**config.mk**
```make
export PLATFORM = sky130hd
export DESIGN_NAME = sevseg_scan_mux
export DESIGN_NICKNAME = d
export VERILOG_FILES = /design/src/rtl/sevseg_pkg.sv /design/src/rtl/hex2sevseg.sv /design/src/rtl/sevseg_scan_mux.sv
export SDC_FILE = /design/constraint.sdc
export NUM_CORES = 1
export LEC_CHECK = 0
export ABC_AREA = 0
export CAP_MARGIN = 10
export CORE_MARGIN = 2
export CORE_UTILIZATION = 25
export CTS_BUF_LIST = sky130_fd_sc_hd__clkbuf_2
export CTS_CLUSTER_SIZE = 12
export DETAILED_ROUTE_END_ITERATION = 8
export GPL_ROUTABILITY_DRIVEN = 0
export PLACE_DENSITY = 0.43
export SKIP_CTS_REPAIR_TIMING = 1
export SYNTH_ARGS = -nofsm -noshare
export SYNTH_HDL_FRONTEND = slang
export SYNTH_SLANG_ARGS = --single-unit
```
**constraint.sdc**
```tcl
create_clock -name clk -period 6.2 [get_ports clk]
set_input_delay 0.62 -clock clk [delete_from_list [all_inputs] [get_ports clk]]
set_output_delay 0.62 -clock clk [all_outputs]
set_load 0.02 [all_outputs]
```
**src/rtl/sevseg_pkg.sv**
```systemverilog
// sevseg_pkg: shared types and constants for the seven-segment display blocks.
//   SEG_BLANK      - all segments off (active-low bus)
//   SEG_MAX_DIGITS - largest digit count the scan driver supports
//   seg_t          - segment bus, bit order gfedcba, active-low
package sevseg_pkg;

  typedef logic [6:0] seg_t;

  localparam seg_t        SEG_BLANK      = 7'h7F;
  localparam int unsigned SEG_MAX_DIGITS = 8;

endpackage

```
**src/rtl/hex2sevseg.sv**
```systemverilog
// hex2sevseg: combinational hex nibble to seven-segment decoder.
//   hex_i  4-bit value 0..F
//   seg_o  segments gfedcba, active-low (common-anode)
module hex2sevseg
  import sevseg_pkg::*;
(
  input  logic [3:0] hex_i,
  output seg_t       seg_o
);

  always_comb begin
    seg_o = SEG_BLANK;
    unique case (hex_i)
      4'h0: seg_o = 7'b1000000;
      4'h1: seg_o = 7'b1111001;
      4'h2: seg_o = 7'b0100100;
      4'h3: seg_o = 7'b0110000;
      4'h4: seg_o = 7'b0011001;
      4'h5: seg_o = 7'b0010010;
      4'h6: seg_o = 7'b0000010;
      4'h7: seg_o = 7'b1111000;
      4'h8: seg_o = 7'b0000000;
      4'h9: seg_o = 7'b0010000;
      4'hA: seg_o = 7'b0001000;
      4'hB: seg_o = 7'b0000011;
      4'hC: seg_o = 7'b1000110;
      4'hD: seg_o = 7'b0100001;
      4'hE: seg_o = 7'b0000110;
      4'hF: seg_o = 7'b0001110;
      default: seg_o = SEG_BLANK;
    endcase
  end

endmodule

```
**src/rtl/sevseg_scan_mux.sv**
```systemverilog
// sevseg_scan_mux: time-multiplexed scan driver for an N-digit common-anode display.
// Loads go to a shadow register and are copied to the active register only at the
// frame boundary, so a frame never mixes old and new digits.
//   clk, rst_n - clock, asynchronous active-low reset
//   value_i    - packed hex digits, digit 0 in [3:0]
//   dp_i       - decimal point per digit, 1 = lit
//   load_i     - single-cycle capture strobe into the shadow register
//   an_o       - anode select, active-low one-hot (all ones while blanked)
//   seg_o      - segments gfedcba, active-low
//   dp_o       - decimal point, active-low
//   frame_o    - one-cycle pulse as the digit index wraps to 0
// Optional: define SEVSEG_LZB_EN for leading-zero blanking.
module sevseg_scan_mux
  import sevseg_pkg::*;
#(
  parameter int unsigned N_DIGITS     = 4,
  parameter int unsigned REFRESH_DIV  = 50000,
  parameter int unsigned BLANK_CYCLES = 16
) (
  input  logic                  clk,
  input  logic                  rst_n,
  input  logic [4*N_DIGITS-1:0] value_i,
  input  logic [N_DIGITS-1:0]   dp_i,
  input  logic                  load_i,
  output logic [N_DIGITS-1:0]   an_o,
  output seg_t                  seg_o,
  output logic                  dp_o,
  output logic                  frame_o
);

  localparam int unsigned CntW = $clog2(REFRESH_DIV);
  localparam int unsigned IdxW = (N_DIGITS > 1) ? $clog2(N_DIGITS) : 1;

  localparam logic [CntW-1:0] CntMax   = CntW'(REFRESH_DIV - 1);
  localparam logic [CntW-1:0] BlankCnt = CntW'(BLANK_CYCLES);
  localparam logic [IdxW-1:0] IdxMax   = IdxW'(N_DIGITS - 1);

  logic [CntW-1:0]       cnt_q, cnt_d;
  logic [IdxW-1:0]       idx_q, idx_d;
  logic [4*N_DIGITS-1:0] sh_val_q, sh_val_d, act_val_q, act_val_d;
  logic [N_DIGITS-1:0]   sh_dp_q, sh_dp_d, act_dp_q, act_dp_d;
  logic                  pending_q, pending_d;
  logic [N_DIGITS-1:0]   an_d;
  seg_t                  seg_d, dec_seg;
  logic                  dp_d, frame_d;
  logic                  cnt_wrap, boundary, lz_blank;
  logic [3:0]            nibble;

  // Outputs are registered from next-state values so they line up with cnt_q/idx_q.
  hex2sevseg u_dec (
    .hex_i (nibble),
    .seg_o (dec_seg)
  );

  always_comb begin
    cnt_wrap = (cnt_q == CntMax);
    boundary = cnt_wrap && (idx_q == IdxMax);

    cnt_d = cnt_wrap ? '0 : cnt_q + 1'b1;
    idx_d = idx_q;
    if (cnt_wrap) begin
      idx_d = (idx_q == IdxMax) ? '0 : idx_q + 1'b1;
    end

    sh_val_d  = sh_val_q;
    sh_dp_d   = sh_dp_q;
    pending_d = pending_q;
    if (boundary) begin
      pending_d = 1'b0;
    end
    // A load on the boundary cycle sets pending again for the next frame.
    if (load_i) begin
      sh_val_d  = value_i;
      sh_dp_d   = dp_i;
      pending_d = 1'b1;
    end

    act_val_d = act_val_q;
    act_dp_d  = act_dp_q;
    if (boundary && pending_q) begin
      act_val_d = sh_val_q;
      act_dp_d  = sh_dp_q;
    end

    nibble = act_val_d[{idx_d, 2'b00} +: 4];

`ifdef SEVSEG_LZB_EN
    // Blank digits above the most significant nonzero nibble; digit 0 never blanks.
    begin
      logic [IdxW-1:0] msnz;
      msnz = '0;
      for (int i = 1; i < int'(N_DIGITS); i++) begin
        if (act_val_d[4*i +: 4] != 4'h0) begin
          msnz = IdxW'(i);
        end
      end
      lz_blank = (idx_d > msnz);
    end
`else
    lz_blank = 1'b0;
`endif

    seg_d   = lz_blank ? SEG_BLANK : dec_seg;
    dp_d    = ~act_dp_d[idx_d];
    an_d    = (cnt_d < BlankCnt) ? '1 : ~(N_DIGITS'(1) << idx_d);
    frame_d = boundary;
  end

  always_ff @(posedge clk or negedge rst_n) begin
    if (!rst_n) begin
      cnt_q     <= '0;
      idx_q     <= '0;
      sh_val_q  <= '0;
      sh_dp_q   <= '0;
      pending_q <= 1'b0;
      act_val_q <= '0;
      act_dp_q  <= '0;
      an_o      <= '1;
      seg_o     <= SEG_BLANK;
      dp_o      <= 1'b1;
      frame_o   <= 1'b0;
    end else begin
      cnt_q     <= cnt_d;
      idx_q     <= idx_d;
      sh_val_q  <= sh_val_d;
      sh_dp_q   <= sh_dp_d;
      pending_q <= pending_d;
      act_val_q <= act_val_d;
      act_dp_q  <= act_dp_d;
      an_o      <= an_d;
      seg_o     <= seg_d;
      dp_o      <= dp_d;
      frame_o   <= frame_d;
    end
  end

endmodule
```
== Word level (Yosys, flattened, before mapping) ==
Memory sizes are Yosys's and may differ from the RTL's. A register that Yosys moved wholly into a read port is not among the register bits.
Cells that the tools add are included.
Word-level totals
  register bits: 65
  ROM bits: 112
  logic and storage cells: 35
  memories kept: 1
Memories
  (no name shown): words 16, width 7, read ports 1, clocked after memory_dff 1, write ports 0, line hex2sevseg.sv:13  | unique case (hex_i)
Operators by class
  add/subtract/negate cells: 2
  $lt $le $gt $ge: 2
  equal/unequal tests: 2
  shift operators: 2
  mux-type cells: 10
  bitwise operators: 2
  reduce and logical (&&, ||, !) cells: 4
Operator list (number)
  $mux 16: 2
  $add 16x1->16 const B: 1
  $eq 16x16->1 const B: 1
  $lt 16x5->1 const B: 1
  $shiftx 16x5->4: 1
  $mux 4: 2
  $mux 2: 2
  $not 4->4: 1
  $shl 1x2->4 const A: 1
  $lt 2x3->1 const B: 1
  $mux 1: 3
  $add 2x1->2 const B: 1
  $bmux 1 s2: 1
  $eq 2x2->1 const B: 1
  $logic_and 1x1->1: 2
  $reduce_bool 2->1: 1
  $logic_not 1->1: 1
  $not 1->1: 1

== Depth between registers and ports, before layout ==
Gate-level depths: netlist of the first run.
  depth after elaboration: 7
  mapped depth: 13
  mapped depth without buffers: 12

== Modules after synthesis ==
From an unflattened synthesis of the first run, not the netlist that was laid out.
Unflattened totals
  cell total of the unflattened synthesis: 257
  area, all modules: 3379.5 um^2
By module, submodules not included
  sevseg_scan_mux: times used 1, cells each 225, area each 3104.2 um^2, seq. area each 1816.7 um^2
  hex2sevseg: times used 1, cells each 32, area each 275.3 um^2, seq. area each 0.0 um^2

== Worst setup path before layout of the first run ==
OpenSTA, ideal clock, no wires.
  path kind: reg-to-reg
  start: register cnt_q[5]
  end: register seg_o[3]
  arrival time: 2943 ps
  path slack: 3184 ps
  cell stages (with the launch flop): 12
  period minus slack after synthesis: 3016 ps
  path through: dfrtp_1 or4b_4 o41ai_1 a21boi_2 inv_2 mux2i_1 mux2i_1 inv_1 ha_1 inv_1 mux2i_1 a21oi_1
On the way
  elaborated cells on any way between the ends: 6
  classes of those cells: eq/ne (1); shift (1); mux (2); reduce/logical (2)
RTL lines
  start, declared: line sevseg_scan_mux.sv:38  | logic [CntW-1:0] cnt_q, cnt_d;
  start signal, assigned: line sevseg_scan_mux.sv:123  | cnt_q <= cnt_d;
  $eq 16x16->1: line sevseg_scan_mux.sv:56  | cnt_wrap = (cnt_q == CntMax);
  $mux 2: line sevseg_scan_mux.sv:61  | if (cnt_wrap) begin
  via idx_d[0]: line sevseg_scan_mux.sv:39  | logic [IdxW-1:0] idx_q, idx_d;
  $shiftx 16x5->4: line sevseg_scan_mux.sv:85  | nibble = act_val_d[{idx_d, 2'b00} +: 4];
  end, declared: line sevseg_scan_mux.sv:26  | output seg_t seg_o,
The timed path passes the listed nets, and every way through them passes these cells.
A chain may end at the register's enable or synchronous reset.

== Worst setup path after layout of the first run ==
  start: register cnt_q[5]
  end: register seg_o[3]
On the way
  word-level cells in the longest chain between the ends: 5
  elaborated cells on any way between the ends: 6
  classes of those cells: eq/ne (1); shift (1); mux (2); reduce/logical (2)
Ends and longest elaborated chain
  $eq 16x16->1: line sevseg_scan_mux.sv:56
  $logic_and 1x1->1: line sevseg_scan_mux.sv:57  | boundary = cnt_wrap && (idx_q == IdxMax);
  $logic_and 1x1->1: line sevseg_scan_mux.sv:80  | if (boundary && pending_q) begin
  $mux 16: line sevseg_scan_mux.sv:80
  via act_val_d[8]: line sevseg_scan_mux.sv:40  | logic [4*N_DIGITS-1:0] sh_val_q, sh_val_d, act_val_q, act_val_d;
  $shiftx 16x5->4: line sevseg_scan_mux.sv:85
The timed path passes the listed nets, and every way through them passes these cells.

==> results of run 1 <==
-- cell usage in the layout (no fill, tap or decap), drive strengths merged, types with 4 or more instances in the layout --
master,instances
clkbuf,9
clkinv,5
mux2i,11
dfrtp,60
clkdlybuf4s50,34
nand4,5
xnor2,5
nand3,12
dfstp,12
nor3,6
nor2,12
o2111ai,4
inv,22
ha,7
xor2,8
mux2,25
nand2,15
a21o,7
o21ai,19
a211o,4
-- through the flow --
step           std cells  power, mW  setup slack (ps)
2_1_floorplan        280     0.5103              3184
3_3_place_gp         481     0.5395              2135
3_5_place_dp         481     0.5399              2069
4_1_cts              497     0.8156              2017
5_1_grt              497     0.8444              1730
6_report             497     0.7966              2092
-- worst min-delay path by stage --
stage	endpoint	slack, ps	depth (start not counted)
3_3_place_gp	act_val_q[6]$_DFF_PN0_	460	1
3_5_place_dp	act_val_q[10]$_DFF_PN0_	470	1
6_report	cnt_q[13]$_DFF_PN0_	150	1
2_1_floorplan	act_dp_q[0]$_DFF_PN0_	320	0
5_1_grt	act_val_q[3]$_DFF_PN0_	190	1
4_1_cts	cnt_q[13]$_DFF_PN0_	160	1
-- power groups by stage --
stage | sequential (mW) | clock (mW) | combinational (mW)
after global routing | 0.491 | 0.306 | 0.0476
final | 0.488 | 0.267 | 0.0411
after floorplan | 0.494 | 0 | 0.0159
after global placement | 0.497 | 0 | 0.0428
after CTS | 0.489 | 0.283 | 0.0433
after detailed placement | 0.497 | 0 | 0.0431
-- logic make-up (layout without fill, tap and decap cells) --
logic type | after synthesis | after routing | synth area share, %
XOR/XNOR | 13 | 13 | 3.424
adder cells (fa/ha/maj) | 7 | 7 | 2.633
flip-flops | 72 | 72 | 54.63
multiplexers | 36 | 36 | 11.78
AO/OA/AOI/OAI | 50 | 50 | 10.76
AND/OR/NAND/NOR | 70 | 70 | 12.64
buffers and inverters | 32 | 73 | 4.139
-- layout make-up --
type	instances	area, um^2	area share, %
Multi-Input combinational cell	176	1371	34.73
Clock buffer	9	45.04	1.141
Timing Repair Buffer	36	355.3	8.999
Clock inverter	7	61.31	1.553
Sequential cell	72	1817	46.01
Inverter	21	78.83	1.996
Tap cell	176	220.2	5.577
-- flip-flops by register name, indices dropped and copies added, names as in the netlist --
signal / cells
act_val_q: 16
cnt_q: 16
sh_val_q: 16
seg_o: 7
act_dp_q: 4
an_o: 4
sh_dp_q: 4
idx_q: 2
dp_o: 1
frame_o: 1
pending_q: 1
-- worst max-delay path, cell delays in order, from the launching register on --
cell     delay (ps)
dfrtp_1         490
or4b_4          600
nor4_4          640
nand3_2         620
mux2_2          420
mux2i_1          60
mux2i_1         440
inv_1           180
ha_1            320
inv_1            50
mux2i_1          60
a21oi_1         170
-- layer usage --
layer | global-route usage (%) | vias to the layer above | wire (um)
met5 | 0 | - | 0
met3 | 3.161 | 11 | 261
met4 | 5.588 | 0 | 153
met2 | 16.27 | 32 | 3170
met1 | 13.54 | 1062 | 3236
li1 | - | 1073 | -
==> flow_summary.toml, run 1 <==
[setup_path]
crit_start = "cnt_q[5]$_DFF_PN0_"
reg2reg_from = "cnt_q[5]$_DFF_PN0_"
cp-start-kind = "flip-flop"
r2r_slack_ps = 2090
critPathMaxFanout = 28
r2r_end = "seg_o[3]$_DFF_PN1_"
cp-endpoint = "seg_o[3]$_DFF_PN1_"
arrival_ps = 4610
critical_path_class = "reg -> reg"
crit_path_end_kind = "flip-flop"
reg2reg_depth = 11
worstPathRequired_ps = 6700

[timing]
hold_viol_final = 0
max-slew-margin-rel_pct = 39.77
finClkSkew_ps = 35.61
drv_slew = 0
min_period_ps = 4108
worstMarginPinSlew_ps = 903.5
setup_viol = 0
rsz0062_at_grt = "no"
tns_ps = 0
fmax_ghz = 0.2434
hold_ws_ps = 153.4
period_share_pct = 66.26

[cts]
cts_buffers = 9
clk_pin_slew_ps = 210
cts_max_level = 3
cts_tree = "built"
clock_path_buffers = 2
clock_latency_ps = 560
cts-root-buf = "clkbuf_2"
cts_sinks = 72

[routing]
post-route-drc-count = 0
dr.first_iter.drc_count = 125
routed_wl_mm = 6.821
drtAntennaViolNets = 0
avgRoutedWirePerCell_um = 13.72
vias_per_cell = 4.382
drtPass1Iterations = 4
vias = 2178

[global_routing]
grt_pass1_wl_mm = 11.58
grt_usage_pct = 10.63
antenna_found_initial = 0
grt_overflow_total = 0
grt_pass1_vias = 2341
grt_max_degree = 73

[synth]
yosys_warnings = 0
synth_area_leaders = "dfrtp_1, dfstp_2, mux2_2, mux2i_1, o21ai_0"
syn-cell-area_um2 = 3326
yosysTopAreaCell = "dfrtp_1"
synth_edf_count = 0
syn_inst = 280
synth.avg_cell_area_um2 = 11.88
ys_seq_elements = 72
yosysMostFrequentCell = "dfrtp_1"
yosysSeqAreaShare_pct = 54.63
synth_nets = 310
yosysUniqueCellTypes = 48
synth_top_cell_area_share_pct = 45.15
async_flop_share_pct = 100.0
ys.flop_type = "dfrtp_1"
yosys-top-cells-count = "dfrtp_1, mux2_2, inv_1"

[floorplanning]
dieWidth_um = 119.3
die-area_um2 = 14240
rows = 42
start_util_pct = 25.31
io_pins = 36
die_h_um = 119.3
core_um2 = 13140

[placed_design]
portBuffers = 35
dp_hpwl_mm = 4.512
place_area_um2 = 3842

[final_layout]
post-route-util_pct = 30.06
syn_to_final_growth_pct = 18.74
fillers = 1397
final_area_um2 = 3949
n_antenna_cell = 0
nNetsFinal = 346
drive_gt1_share_pct = 20.87

[power_and_ir_drop]
powerDensity_nw_per_um2 = 201.7
vdd_drop_max_v = 0.00006141
p_clk_share_pct = 33.5
pwr-share-comb_pct = 5.2
swShare_pct = 25.41
power.internal_uw = 594.2
seqPwrFrac_pct = 61.3
p_leak_nw = 1.761
switchingPower_uw = 202.4

[flow_run]
cap_violations = 0

[hold_path]
hold_class = "in -> async"

[outcome]
status = "completed"
Power figures use the tool's default switching activity.
==> run 2, diff against run 1 <==
clock period = 4.3 ns   (was 6.2 ns; I/O delays follow)
==> run 2 against run 1 <==
Largest cell class unchanged. Sequential share of layout area fell by 0.30 points. Largest power group unchanged. Combinational power grew 44%. The flow now finishes with violations (negative hold slack). First-iteration DRC count decreased by 21%. Critical path depth fell by 2. Total power grew 45%. Via count is 0.96% higher. Fmax up 16%. Cell area rose by 0.67%. Setup slack worse by 1300 ps. Utilization rose by 0.20 points. Clock skew is 24 ps higher.
==> flow_summary.toml, run 2 (synthesized netlist as in run 1, its figures left out) <==
[final_layout]
mostFrequentLayoutCell = "dfrtp_1"
n_antenna_cell = 0
reg_top3 = "act_val_q: 16 flops, cnt_q: 16 flops, sh_val_q: 16 flops"
drive_gt1_share_pct = 21.67
layout_common_cells = "dfrtp_1, clkdlybuf4s50_1, mux2_2, inv_1, o21ai_0"
syn_to_final_growth_pct = 19.53
fillers = 1394
nNetsFinal = 348

[flow_run]
cap_violations = 0

[setup_path]
crit_family = "multiplexers"
crit_path_top_delay_cell = "or4b_4"
arrival_ps = 4010
cp_common_cell = "mux2i_1"
worstPathRequired_ps = 4760
critical_path_class = "reg -> reg"
cp-start-kind = "flip-flop"
crit_path_end_kind = "flip-flop"
critPathMaxFanout = 11
path_buf_inv = 3
critPathMaxStageDelay_ps = 600
crit_chain = "or4b_4, nor4_4, buf_4, mux2i_1, inv_2, mux2i_1, inv_1, ha_1, o31ai_1"

[timing]
tns_ps = 0
rsz0062_at_grt = "no"
setup_viol = 0
period_share_pct = 82.51
hold_ws_ps = -13.38
drv_slew = 0
max-slew-margin-rel_pct = 39.44
finClkSkew_ps = 59.27
fin_ws_ps = 751.9
hold_viol_final = 6
worstMarginPinSlew_ps = 908.5
min_period_ps = 3548
fmax_ghz = 0.2818

[outcome]
violations = "negative hold slack"
status = "finished, violations left"

[floorplanning]
die-area_um2 = 14240
io_pins = 36
dieWidth_um = 119.3
rows = 42
core_um2 = 13140
start_util_pct = 25.31
die_h_um = 119.3

[cts]
clock_path_buffers = 2
cts_buffers = 9
cts-root-buf = "clkbuf_2"
cts_sinks = 72
clock_latency_ps = 530
cts_max_level = 3
cts_tree = "built"
clk_pin_slew_ps = 250

[global_routing]
grt_pass1_vias = 2363
grt_overflow_total = 0
grt_max_degree = 73
grt_usage_pct = 10.33
antenna_found_initial = 0
grt_pass1_wl_mm = 11.62

[power_and_ir_drop]
p_leak_nw = 1.770
powerDensity_nw_per_um2 = 289.8
vdd_drop_max_v = 0.00009236

[routing]
drtPass1Iterations = 4
avgRoutedWirePerCell_um = 13.49
vias = 2199
post-route-drc-count = 0
routed_wl_mm = 6.732
vias_per_cell = 4.407
drtAntennaViolNets = 0
dr.first_iter.drc_count = 99

[placed_design]
portBuffers = 35
post-place-ws_ps = 756.5
dp_hpwl_mm = 4.667

[hold_path]
hold_class = "in -> async"
==> run 2: cell types whose count changed in the layout (fill, tap and decap cells not counted) <==
cell,change
buf_4,+2
clkbuf_2,+1
clkinv_1,-1
clkinv_2,-3
clkinv_4,+2
clkinvlp_4,+1
==> run 2: where the power goes <==
part / internal, mW / switching (mW)
Combinational: 0.0307 / 0.0286
Sequential: 0.696 / 0.00726
Clock: 0.139 / 0.250
Total: 0.866 / 0.286
==> run 2: metrics by stage <==
| step | power (mW) | cells | utilization [%] | area [um^2] | hold WS (ps) |
|---|---|---|---|---|---|
| after CTS | 1.178 | 499 | 30.26 | 3975 | 5.416 |
| after floorplan | 0.7358 | 280 | - | 3326 | 134.4 |
| after detailed placement | 0.7776 | 483 | 29.36 | 3857 | 472.0 |
| final | 1.152 | 499 | 30.26 | 3975 | -13.38 |
| after global placement | 0.7769 | 483 | 29.36 | 3857 | 464.4 |
| after global routing | 1.218 | 499 | 30.26 | 3975 | 2.775 |
==> run 2: final timing paths <==
check / start / cells past startpoint / slack, ps / to
max in group asynchronous: rst_n / 1 / 3680 / cnt_q[10]$_DFF_PN0_
setup / recovery: cnt_q[5]$_DFF_PN0_ / 9 / 750 / seg_o[2]$_DFF_PN1_
hold / removal: rst_n / 1 / -10 / cnt_q[13]$_DFF_PN0_
setup reg to reg: cnt_q[5]$_DFF_PN0_ / 9 / 750 / seg_o[2]$_DFF_PN1_
hold reg to reg: cnt_q[0]$_DFF_PN0_ / 1 / 500 / cnt_q[0]$_DFF_PN0_
min in group clk: value_i[14] / 3 / 450 / sh_val_q[14]$_DFFE_PN0P_
==> run 2: cell type report <==
type / count / area [um^2] / share of cell area, %
clock buffers: 10 / 50.05 / 1.259
clock inverters: 6 / 67.56 / 1.700
inverters: 21 / 78.83 / 1.983
multi-input cells: 176 / 1371 / 34.50
flip-flops and latches: 72 / 1817 / 45.70
well taps: 176 / 220.2 / 5.540
repair buffers: 38 / 370.4 / 9.317
==> run 2: worst register-to-register path, delay by kind of cell (launching register included) <==
kind,cells,cell delay (ps)
AOI/OAI and AO/OA,1,310
muxes,2,970
adders and majority gates,1,290
DFF,1,490
buffers and inverters,3,580
and+or+nand+nor,2,870
==> run 2: routing by layer <==
metal  vias up  wire length, um  global-route usage, %  part of all wire (%)
met2        32             3267                  17.39                    49
met5         -                0                      0                     0
met4         0              140                  3.456                   2.1
li1       1074                -                      -                     -
met3        13              217                  3.400                   3.2
met1      1080             3106                  12.46                    46
